<file path="src/rtl/cheri_check_arbiter.sv">
// cheri_check_arbiter
//   Shares one CHERI capability-check datapath between instruction fetch
//   (id 0, execute access) and data load/store (id 1). Requests are
//   round-robin arbitrated in IDLE. The winner is captured in a holding
//   register and checked in CHECK, in the order tag, then bounds, then
//   permission. The result is presented in RESP until the consumer accepts it.
//   The first fault is latched in a sticky register for the trap unit.
//
// Ports
//   clk, rst                          clock, synchronous active-high reset
//   f_req_valid/f_req_ready           fetch request handshake (ready is combinational)
//   f_tag/f_base/f_length/f_addr      fetch capability and address
//   f_perm_exec                       capability grants execute
//   d_req_valid/d_req_ready           data request handshake (ready is combinational)
//   d_tag/d_base/d_length/d_addr      data capability and address
//   d_is_store, d_perm_load/store     access kind and granted permissions
//   resp_valid/resp_ready             registered result channel
//   resp_id/resp_ok/resp_cause        requester, pass flag, cause (0 none,1 tag,2 bounds,3 perm)
//   fault_valid/id/cause/addr         sticky first-fault record
//   fault_clr                         clears the sticky fault record
module cheri_check_arbiter #(
    parameter int ADDR_W       = 128,
    parameter int ACCESS_BYTES = 4
) (
    input  logic              clk,
    input  logic              rst,
    input  logic              f_req_valid,
    output logic              f_req_ready,
    input  logic              f_tag,
    input  logic [ADDR_W-1:0] f_base,
    input  logic [ADDR_W-1:0] f_length,
    input  logic [ADDR_W-1:0] f_addr,
    input  logic              f_perm_exec,
    input  logic              d_req_valid,
    output logic              d_req_ready,
    input  logic              d_tag,
    input  logic [ADDR_W-1:0] d_base,
    input  logic [ADDR_W-1:0] d_length,
    input  logic [ADDR_W-1:0] d_addr,
    input  logic              d_is_store,
    input  logic              d_perm_load,
    input  logic              d_perm_store,
    output logic              resp_valid,
    input  logic              resp_ready,
    output logic              resp_id,
    output logic              resp_ok,
    output logic [2:0]        resp_cause,
    output logic              fault_valid,
    output logic              fault_id,
    output logic [2:0]        fault_cause,
    output logic [ADDR_W-1:0] fault_addr,
    input  logic              fault_clr
);

    typedef enum logic [1:0] {S_IDLE, S_CHECK, S_RESP} state_t;

    localparam logic [2:0] CAUSE_NONE   = 3'd0;
    localparam logic [2:0] CAUSE_TAG    = 3'd1;
    localparam logic [2:0] CAUSE_BOUNDS = 3'd2;
    localparam logic [2:0] CAUSE_PERM   = 3'd3;
    localparam logic [ADDR_W:0] LAST_OFS = (ADDR_W+1)'(ACCESS_BYTES - 1);

    state_t            state_q, state_d;
    logic              rr_last_q, rr_last_d;
    logic              h_id_q, h_id_d;
    logic              h_tag_q, h_tag_d;
    logic              h_perm_ok_q, h_perm_ok_d;
    logic [ADDR_W-1:0] h_base_q, h_base_d;
    logic [ADDR_W-1:0] h_len_q, h_len_d;
    logic [ADDR_W-1:0] h_addr_q, h_addr_d;
    logic              resp_valid_q, resp_valid_d;
    logic              resp_id_q, resp_id_d;
    logic              resp_ok_q, resp_ok_d;
    logic [2:0]        resp_cause_q, resp_cause_d;
    logic              fault_valid_q, fault_valid_d;
    logic              fault_id_q, fault_id_d;
    logic [2:0]        fault_cause_q, fault_cause_d;
    logic [ADDR_W-1:0] fault_addr_q, fault_addr_d;

    logic              grant_f, grant_d;
    logic [ADDR_W:0]   cap_top, acc_last;
    logic              bounds_fail;
    logic [2:0]        chk_cause;

    // On a tie the requester that did not win last time gets the grant.
    assign grant_f = f_req_valid && (!d_req_valid || rr_last_q);
    assign grant_d = d_req_valid && (!f_req_valid || !rr_last_q);

    // One extra bit so base+length and addr+size-1 cannot wrap.
    assign cap_top     = {1'b0, h_base_q} + {1'b0, h_len_q};
    assign acc_last    = {1'b0, h_addr_q} + LAST_OFS;
    assign bounds_fail = (h_addr_q < h_base_q) || (acc_last >= cap_top);

    always_comb begin
        chk_cause = CAUSE_NONE;
        if (!h_tag_q)
            chk_cause = CAUSE_TAG;
        else if (bounds_fail)
            chk_cause = CAUSE_BOUNDS;
        else if (!h_perm_ok_q)
            chk_cause = CAUSE_PERM;
    end

    always_comb begin
        state_d       = state_q;
        rr_last_d     = rr_last_q;
        h_id_d        = h_id_q;
        h_tag_d       = h_tag_q;
        h_perm_ok_d   = h_perm_ok_q;
        h_base_d      = h_base_q;
        h_len_d       = h_len_q;
        h_addr_d      = h_addr_q;
        resp_valid_d  = resp_valid_q;
        resp_id_d     = resp_id_q;
        resp_ok_d     = resp_ok_q;
        resp_cause_d  = resp_cause_q;
        fault_valid_d = fault_valid_q;
        fault_id_d    = fault_id_q;
        fault_cause_d = fault_cause_q;
        fault_addr_d  = fault_addr_q;
        f_req_ready   = 1'b0;
        d_req_ready   = 1'b0;

        // A fault latched in CHECK below takes precedence over this clear.
        if (fault_clr)
            fault_valid_d = 1'b0;

        case (state_q)
            S_IDLE: begin
                f_req_ready = grant_f;
                d_req_ready = grant_d;
                if (grant_f) begin
                    h_id_d      = 1'b0;
                    h_tag_d     = f_tag;
                    h_base_d    = f_base;
                    h_len_d     = f_length;
                    h_addr_d    = f_addr;
                    h_perm_ok_d = f_perm_exec;
                    rr_last_d   = 1'b0;
                    state_d     = S_CHECK;
                end else if (grant_d) begin
                    h_id_d      = 1'b1;
                    h_tag_d     = d_tag;
                    h_base_d    = d_base;
                    h_len_d     = d_length;
                    h_addr_d    = d_addr;
                    // Only the permission relevant to this access kind matters.
                    h_perm_ok_d = d_is_store ? d_perm_store : d_perm_load;
                    rr_last_d   = 1'b1;
                    state_d     = S_CHECK;
                end
            end
            S_CHECK: begin
                resp_valid_d = 1'b1;
                resp_id_d    = h_id_q;
                resp_ok_d    = (chk_cause == CAUSE_NONE);
                resp_cause_d = chk_cause;
                if ((chk_cause != CAUSE_NONE) && (!fault_valid_q || fault_clr)) begin
                    fault_valid_d = 1'b1;
                    fault_id_d    = h_id_q;
                    fault_cause_d = chk_cause;
                    fault_addr_d  = h_addr_q;
                end
                state_d = S_RESP;
            end
            S_RESP: begin
                if (resp_ready) begin
                    resp_valid_d = 1'b0;
                    state_d      = S_IDLE;
                end
            end
            default: state_d = S_IDLE;
        endcase
    end

    always_ff @(posedge clk) begin
        if (rst) begin
            state_q       <= S_IDLE;
            rr_last_q     <= 1'b1;
            h_id_q        <= 1'b0;
            h_tag_q       <= 1'b0;
            h_perm_ok_q   <= 1'b0;
            h_base_q      <= '0;
            h_len_q       <= '0;
            h_addr_q      <= '0;
            resp_valid_q  <= 1'b0;
            resp_id_q     <= 1'b0;
            resp_ok_q     <= 1'b0;
            resp_cause_q  <= CAUSE_NONE;
            fault_valid_q <= 1'b0;
            fault_id_q    <= 1'b0;
            fault_cause_q <= CAUSE_NONE;
            fault_addr_q  <= '0;
        end else begin
            state_q       <= state_d;
            rr_last_q     <= rr_last_d;
            h_id_q        <= h_id_d;
            h_tag_q       <= h_tag_d;
            h_perm_ok_q   <= h_perm_ok_d;
            h_base_q      <= h_base_d;
            h_len_q       <= h_len_d;
            h_addr_q      <= h_addr_d;
            resp_valid_q  <= resp_valid_d;
            resp_id_q     <= resp_id_d;
            resp_ok_q     <= resp_ok_d;
            resp_cause_q  <= resp_cause_d;
            fault_valid_q <= fault_valid_d;
            fault_id_q    <= fault_id_d;
            fault_cause_q <= fault_cause_d;
            fault_addr_q  <= fault_addr_d;
        end
    end

    assign resp_valid  = resp_valid_q;
    assign resp_id     = resp_id_q;
    assign resp_ok     = resp_ok_q;
    assign resp_cause  = resp_cause_q;
    assign fault_valid = fault_valid_q;
    assign fault_id    = fault_id_q;
    assign fault_cause = fault_cause_q;
    assign fault_addr  = fault_addr_q;

endmodule
</file>
<file path="config.mk">
export PLATFORM = sky130hd
export DESIGN_NAME = cheri_check_arbiter
export DESIGN_NICKNAME = d
export VERILOG_FILES = /design/src/rtl/cheri_check_arbiter.sv
export SDC_FILE = /design/constraint.sdc
export NUM_CORES = 2
export LEC_CHECK = 0
export CELL_PAD_IN_SITES_DETAIL_PLACEMENT = 0
export CELL_PAD_IN_SITES_GLOBAL_PLACEMENT = 1
export CORE_AREA = 2 2 361 363
export CTS_CLUSTER_SIZE = 30
export DETAILED_ROUTE_END_ITERATION = 8
export DIE_AREA = 0 0 363 365
export PLACE_DENSITY_LB_ADDON = 0.12
export SLEW_MARGIN = 20
export SYNTH_ARGS = -nofsm -noshare
export SYNTH_HDL_FRONTEND = slang
export SYNTH_SLANG_ARGS = --single-unit
</file>
<file path="constraint.sdc">
create_clock -name clk -period 7.3 [get_ports clk]
set_input_delay 0.73 -clock clk [delete_from_list [all_inputs] [get_ports clk]]
set_output_delay 0.73 -clock clk [all_outputs]
set_load 0.01 [all_outputs]
</file>
* Word level (Yosys, flattened, before mapping)
Cells that the tools add are included.
** Storage, ports and cells
- Bits of input ports :: 780
- Bits in registers :: 529
- Output and inout bits :: 141
** Cells by class
- Mux-type cells :: 27
- Equal/unequal tests :: 4
- Reductions and logical operators :: 20
- Magnitude comparators :: 2
- Add/subtract/negate cells :: 2
** Operator list (number)
- 128-bit two-way mux :: 6
- 128-bit by 128-bit adder with 129-bit output :: 1
- 128-bit by 2-bit adder with 129-bit output, second input constant :: 1
- 129-bit >= comparator :: 1
- 128-bit < comparator :: 1
- 1-bit two-way mux :: 13
- 2-bit two-way mux :: 6
- 2-bit AND reduction :: 4
- 2-bit one-hot mux with 3 select lines :: 1
- 1-bit logical NOT :: 4
- 1-bit logical OR :: 4
- 2-bit nonzero test :: 2
- 1-bit logical AND :: 3
- 3-bit logical NOT :: 1
- 3-bit != test, second input constant :: 1
- 3-bit nonzero test :: 1
- 2-bit by 1-bit equality test with 1-bit output, second input constant :: 1
- 2-bit equality test, second input constant :: 1
- 2-bit logical NOT :: 1
- 2-bit != test, second input constant :: 1
- 1-bit one-hot mux with 2 select lines :: 1

* Longest topological paths before layout
- Word-level depth :: 9
- Gate-level depth with buffers :: 32
- Gate-level depth less buffers :: 27

* Worst setup path before layout
No wires, ideal clock.
- Kind :: flip-flop to flip-flop
- Start :: reg h_base_q[21]
- End :: reg fault_addr_q[117] (netlist: fault_addr[117])
- Path buffers :: 2
- Data required time :: 7172 ps
- Slack :: 1310 ps
- Setup time :: 128 ps
- Cell stages (with the launch flop) :: 29
- Arrival :: 5862 ps
- Cell sequence :: dfxtp_1 ha_1 nand2_2 or4_4 nand2b_1 a21oi_1 a211oi_1 o41ai_2 a21oi_1 o211a_1 a31o_2 o21a_1 o21a_1 xor2_1 ha_1 a21o_1 a21o_1 a21o_1 a21o_1 a21o_1 a21o_1 a221o_1 a21oi_1 nand4_1 o21ai_1 buf_4 buf_4 mux2i_1 nor2_1
** On the way
- Cells in the longest elaborated chain, start to end :: 8
- Elaborated cells on any way between the ends :: 9
- Classes of those cells :: 1 x add/sub; 2 x order compare; 2 x mux; 4 x reduce/logical
** Ends and longest elaborated chain
- start: declaration :: line 68 : logic [ADDR_W-1:0] h_base_q, h_base_d;
- start signal: assignment :: line 200 : h_base_q <= h_base_d;
- 128-bit by 128-bit adder with 129-bit output :: line 90 : assign cap_top = {1'b0, h_base_q} + {1'b0, h_len_q};
- 129-bit >= comparator :: line 92 : assign bounds_fail = (h_addr_q < h_base_q) || (acc_last >= cap_top);
- 1-bit logical OR (*) :: line 92
- 2-bit two-way mux (*) :: line 98 : else if (bounds_fail)
- 2-bit two-way mux (*) :: line 96 : if (!h_tag_q)
- 3-bit nonzero test (*) :: line 158 : if ((chk_cause != CAUSE_NONE) && (!fault_valid_q || fault_clr)) begin
- 1-bit logical AND (*) :: line 158
- 2-bit AND reduction (no source line) (*)
- end signal: assignment :: line 210 : fault_addr_q <= fault_addr_d;
- end: declaration :: line 78 : logic [ADDR_W-1:0] fault_addr_q, fault_addr_d;
Mark *: on every way between the ends. The rest lies on a longest branch, timed or not.
A chain may end at the register's enable or synchronous reset.

* Worst setup path in the final report
- Start :: reg h_base_q[0]
- End :: reg fault_addr_q[64] (netlist: fault_addr[64])
Same word-level chain as after synthesis.

==> reports/summary.md <==
* 0 — total count of hold-check failures in the final report
* 0 — Setup Viol. Count Final
* 11.9 mW — post-layout power
* 0 — Slew Limit Fails
* 52.2 ps — Layout Skew
* 25100 µm² — Multi-input gate area
* 969 x nand2_1, 917 x clkdlybuf4s50_1, 651 x nor2_1, 527 x dfxtp_1, 386 x a311oi_1 — commonest non-fill, non-tap cells in the layout
* 38500 — overall via count from detail_route
* 70 — clock buffers created by TritonCTS
* 7790 ps — Critical Path RT
* 48500 µm² — Post-Place Cell Area
* done — clock tree from TritonCTS
* 363 µm — die width
* 365 µm — floorplan die height
* 60 ps — clock-pin slew on the worst setup and hold paths
* 233 nW/µm² — Power Dens Cells
* 380 ps — register-to-register setup slack
* 7.60 µm² — average footprint of a synthesized cell
* 921 — I/O pins
* 0 — final global-route overflow total
* 4919 — cell count after synthesis
* 0 — antenna violation net count after detailed routing
* 12.9% — synthesized-area fraction occupied by adder cells
* 1080 ps — transition time at the pin with the least slew margin
* 29.1% — initial cell density of the core
* register to register — category of the most critical setup path
* 0.888 — GP Congestion
* 379 ps — final worst setup slack
* 21.3% — compound-gate portion of the synthesized area
* 248 mm — first-pass GRT wire length
* 4.54 mW — NetSw
* 129000 µm² — Core ar.
* 7443 — post-layout instance count excluding filler cells
* dfxtp_1 — Main synth FF type
* 5.17% — ratio of cells with drive above 1 in the final layout
* 89 — number of distinct library cells after synthesis
* 28.2% — fraction of the yosys area taken by sequential cells
* false — unrepaired setup endpoints after global routing
* 0 — post-route DRC violation count
* 6878 — post-layout net count
* 94.8% — crit share post-route
* -10.4 ps — pre-CTS setup slack
* 0.149 mV — largest voltage drop on the vdd net
* 23.0% — simple-gate area share of the yosys netlist
* 7315 — Placed Cells incl. Taps
* 0% — post-synthesis async set-or-reset flop share
* 3.48% — post-synthesis mux area share
* register — startpoint class of the critical path
* 31.3% — power share of the sequential group
* 6920 ps — fin crit period
* 30.4% — clock network fraction of design power
* 37400 µm² — Syn Std Cell Area
* register to register — worst min-delay path class
* 7410 ps — data arrival time of the critical path
* 0 ps — TNS Setup
* 169 mm — Final Routed Wirelength
* 38.2% — combinational cell fraction of total power
* 2261 — drt first-iter violations
* register — crit end category
* 21.6 nW — static leakage
* 0 — post-CTS setup-driven buffer insertion count
* 13400 — Filler Cell Count
* 183 — maximum number of pins on one net before global-route repair
* 7.38 mW — internal power component
* 144 MHz — Fmax achieved
* 3 — number of H-tree branching levels
* complete, no violations — outcome
* 0 — warning count from the yosys run
* 0 — maxcap violations
* 5.18 — via count normalized by instance count
* 14 — Max Fanout on Critical Path
* 132 — number of placement rows
* 24.5% — GRT Resource Usage Total
* 38000 — vias in the first global route
* 10600 µm² — area of all sequential standard cells
* 0 — number of flops mapped to enable cells by yosys
* 527 — total clock sinks
* 51100 µm² — post-route cell area
* 28.1% — remaining max-slew budget at the tightest pin
* 527 — number of flip-flops and latches in the synthesized netlist
* 5 — router iterations before antenna repair
* 3 — CTS max path bufs
* 680 ps — clock latency reported for the late side of the worst-skew pair
* clkbuf_16 — CTS Root Buffer Type
* 135 mm — final HPWL from detailed placement
* 38.1% — switch share
* 22.7 µm — routed wire length per instance
* 5.86% — area share of xor/xnor cells in the synthesized design
* simple AND/OR/NAND/NOR gates — largest family of logic cells by synthesized area
* 0 — number of buffers added to fix hold violations after cts
* 918 — port bufs
* 36.7% — Area growth syn-to-layout
* 20 — number of antenna violations at the first check in global routing
* 132000 µm² — total die area
* nand2_1 — most common library cell in the layout ignoring fill and taps
-- power groups by stage --
stage	logic, mW	registers (mW)	clock network (mW)
after floorplan	2.89	3.56	0
after global placement	4.54	3.80	0
after detailed placement	4.52	3.81	0
after CTS	4.56	3.75	3.72
after global routing	5.08	3.78	3.82
final	4.56	3.74	3.63
-- path summary, 6_finish.rpt --
kind / start / to / depth (start not counted)
setup / recovery: h_base_q[0] / fault_addr[64] / 27
hold / removal: resp_cause[1] / resp_cause[1] / 2
setup reg to reg: h_base_q[0] / fault_addr[64] / 27
hold reg to reg: resp_cause[1] / resp_cause[1] / 2
-- synth_stat cells (all sizes together) (3+ instances only) --
cell type | n | share of area [%]
a31oi | 16 | 0.30
xor2 | 76 | 1.8
nor3b | 3 | 0.060
nor2 | 655 | 6.6
nor3 | 31 | 0.44
mux2i | 130 | 3.5
clkbuf | 289 | 2.9
a31o | 4 | 0.094
or2 | 5 | 0.090
a221o | 4 | 0.11
o2111ai | 4 | 0.094
o31ai | 10 | 0.24
o221a | 3 | 0.090
nor4 | 23 | 0.44
a211o | 3 | 0.070
o41ai | 5 | 0.14
nand3 | 80 | 1.1
inv | 187 | 1.9
or4 | 5 | 0.11
a21oi | 243 | 3.3
o21ai | 125 | 1.7
o21bai | 35 | 0.70
xnor2 | 174 | 4.1
o211a | 3 | 0.080
a211oi | 15 | 0.31
dfxtp | 527 | 28
a221oi | 16 | 0.42
o211ai | 14 | 0.29
buf | 27 | 0.48
a311oi | 386 | 9.0
nand2b | 17 | 0.28
nor2b | 19 | 0.32
and3 | 40 | 0.67
o21a | 17 | 0.34
and2 | 14 | 0.23
nand2 | 974 | 9.8
a21boi | 6 | 0.13
o311ai | 4 | 0.094
ha | 385 | 13
a2111oi | 5 | 0.12
o221ai | 6 | 0.14
nand4 | 132 | 2.2
a21o | 159 | 3.2
and4 | 14 | 0.33
or3 | 9 | 0.15
-- registers in the layout (all words and copies together) (netlist names) --
name         flops
resp_id          1
fault_cause      2
h_addr_q       128
h_base_q       128
fault_valid      1
fault_addr     128
fault_id         1
resp_valid       1
state_q          2
rr_last_q        1
resp_ok          1
resp_cause       2
h_perm_ok_q      1
h_id_q           1
h_len_q        128
h_tag_q          1
-- through the flow --
stage | util [%] | hold slack [ps]
after floorplan | - | 445
after global placement | 37.7 | 442
after detailed placement | 37.7 | 444
after CTS | 39.6 | 451
after global routing | 39.7 | 470
final | 39.7 | 455
-- layer usage --
metal / vias to the layer above / global-route usage, % / routed length, µm
li1: 19200 / - / -
met1: 18100 / 32.2 / 77000
met2: 1011 / 41.4 / 79100
met3: 169 / 4.52 / 9560
met4: 28 / 5.36 / 3150
met5: - / 0 / 172
-- kinds of logic after synthesis --
group / Yosys count
AND/OR/NAND/NOR: 2027
multiplexers: 130
flip-flops: 527
buffers and inverters: 503
AO/OA/AOI/OAI: 1095
other: 1
XOR/XNOR: 250
adder cells (fa/ha/maj): 386
-- worst max-delay path: stages, from the launching register on --
cell,delay [ps]
dfxtp_1,330
ha_1,230
fa_1,400
a21o_1,210
a221oi_4,310
o2bb2ai_2,170
a211oi_4,370
o21ai_2,220
a31oi_4,310
o31ai_4,160
a21oi_4,270
a22oi_2,150
a221o_1,390
a211o_1,340
xnor2_1,140
ha_1,300
a21o_1,160
a21o_1,170
a21o_1,170
a21o_1,170
a221o_1,400
a21oi_1,190
nand4_1,200
o21ai_4,270
buf_12,230
buf_12,190
mux2i_1,200
nor2_1,50
-- layout make-up --
type,count,share of cell area [%]
inverters,187,1.37
clock buffers,100,3.98
flip-flops and latches,527,20.6
repair buffers,1036,20.1
multi-input cells,3890,49.1
diodes,5,0.0245
well taps,1675,4.10
clock inverters,23,0.730
-- repair_timing --
item / CTS / global route
gates resized for setup: 1 / 32
pin swaps: 0 / 3
setup endpoints to repair: 89 / 129
(Power assumes the default switching activity.)
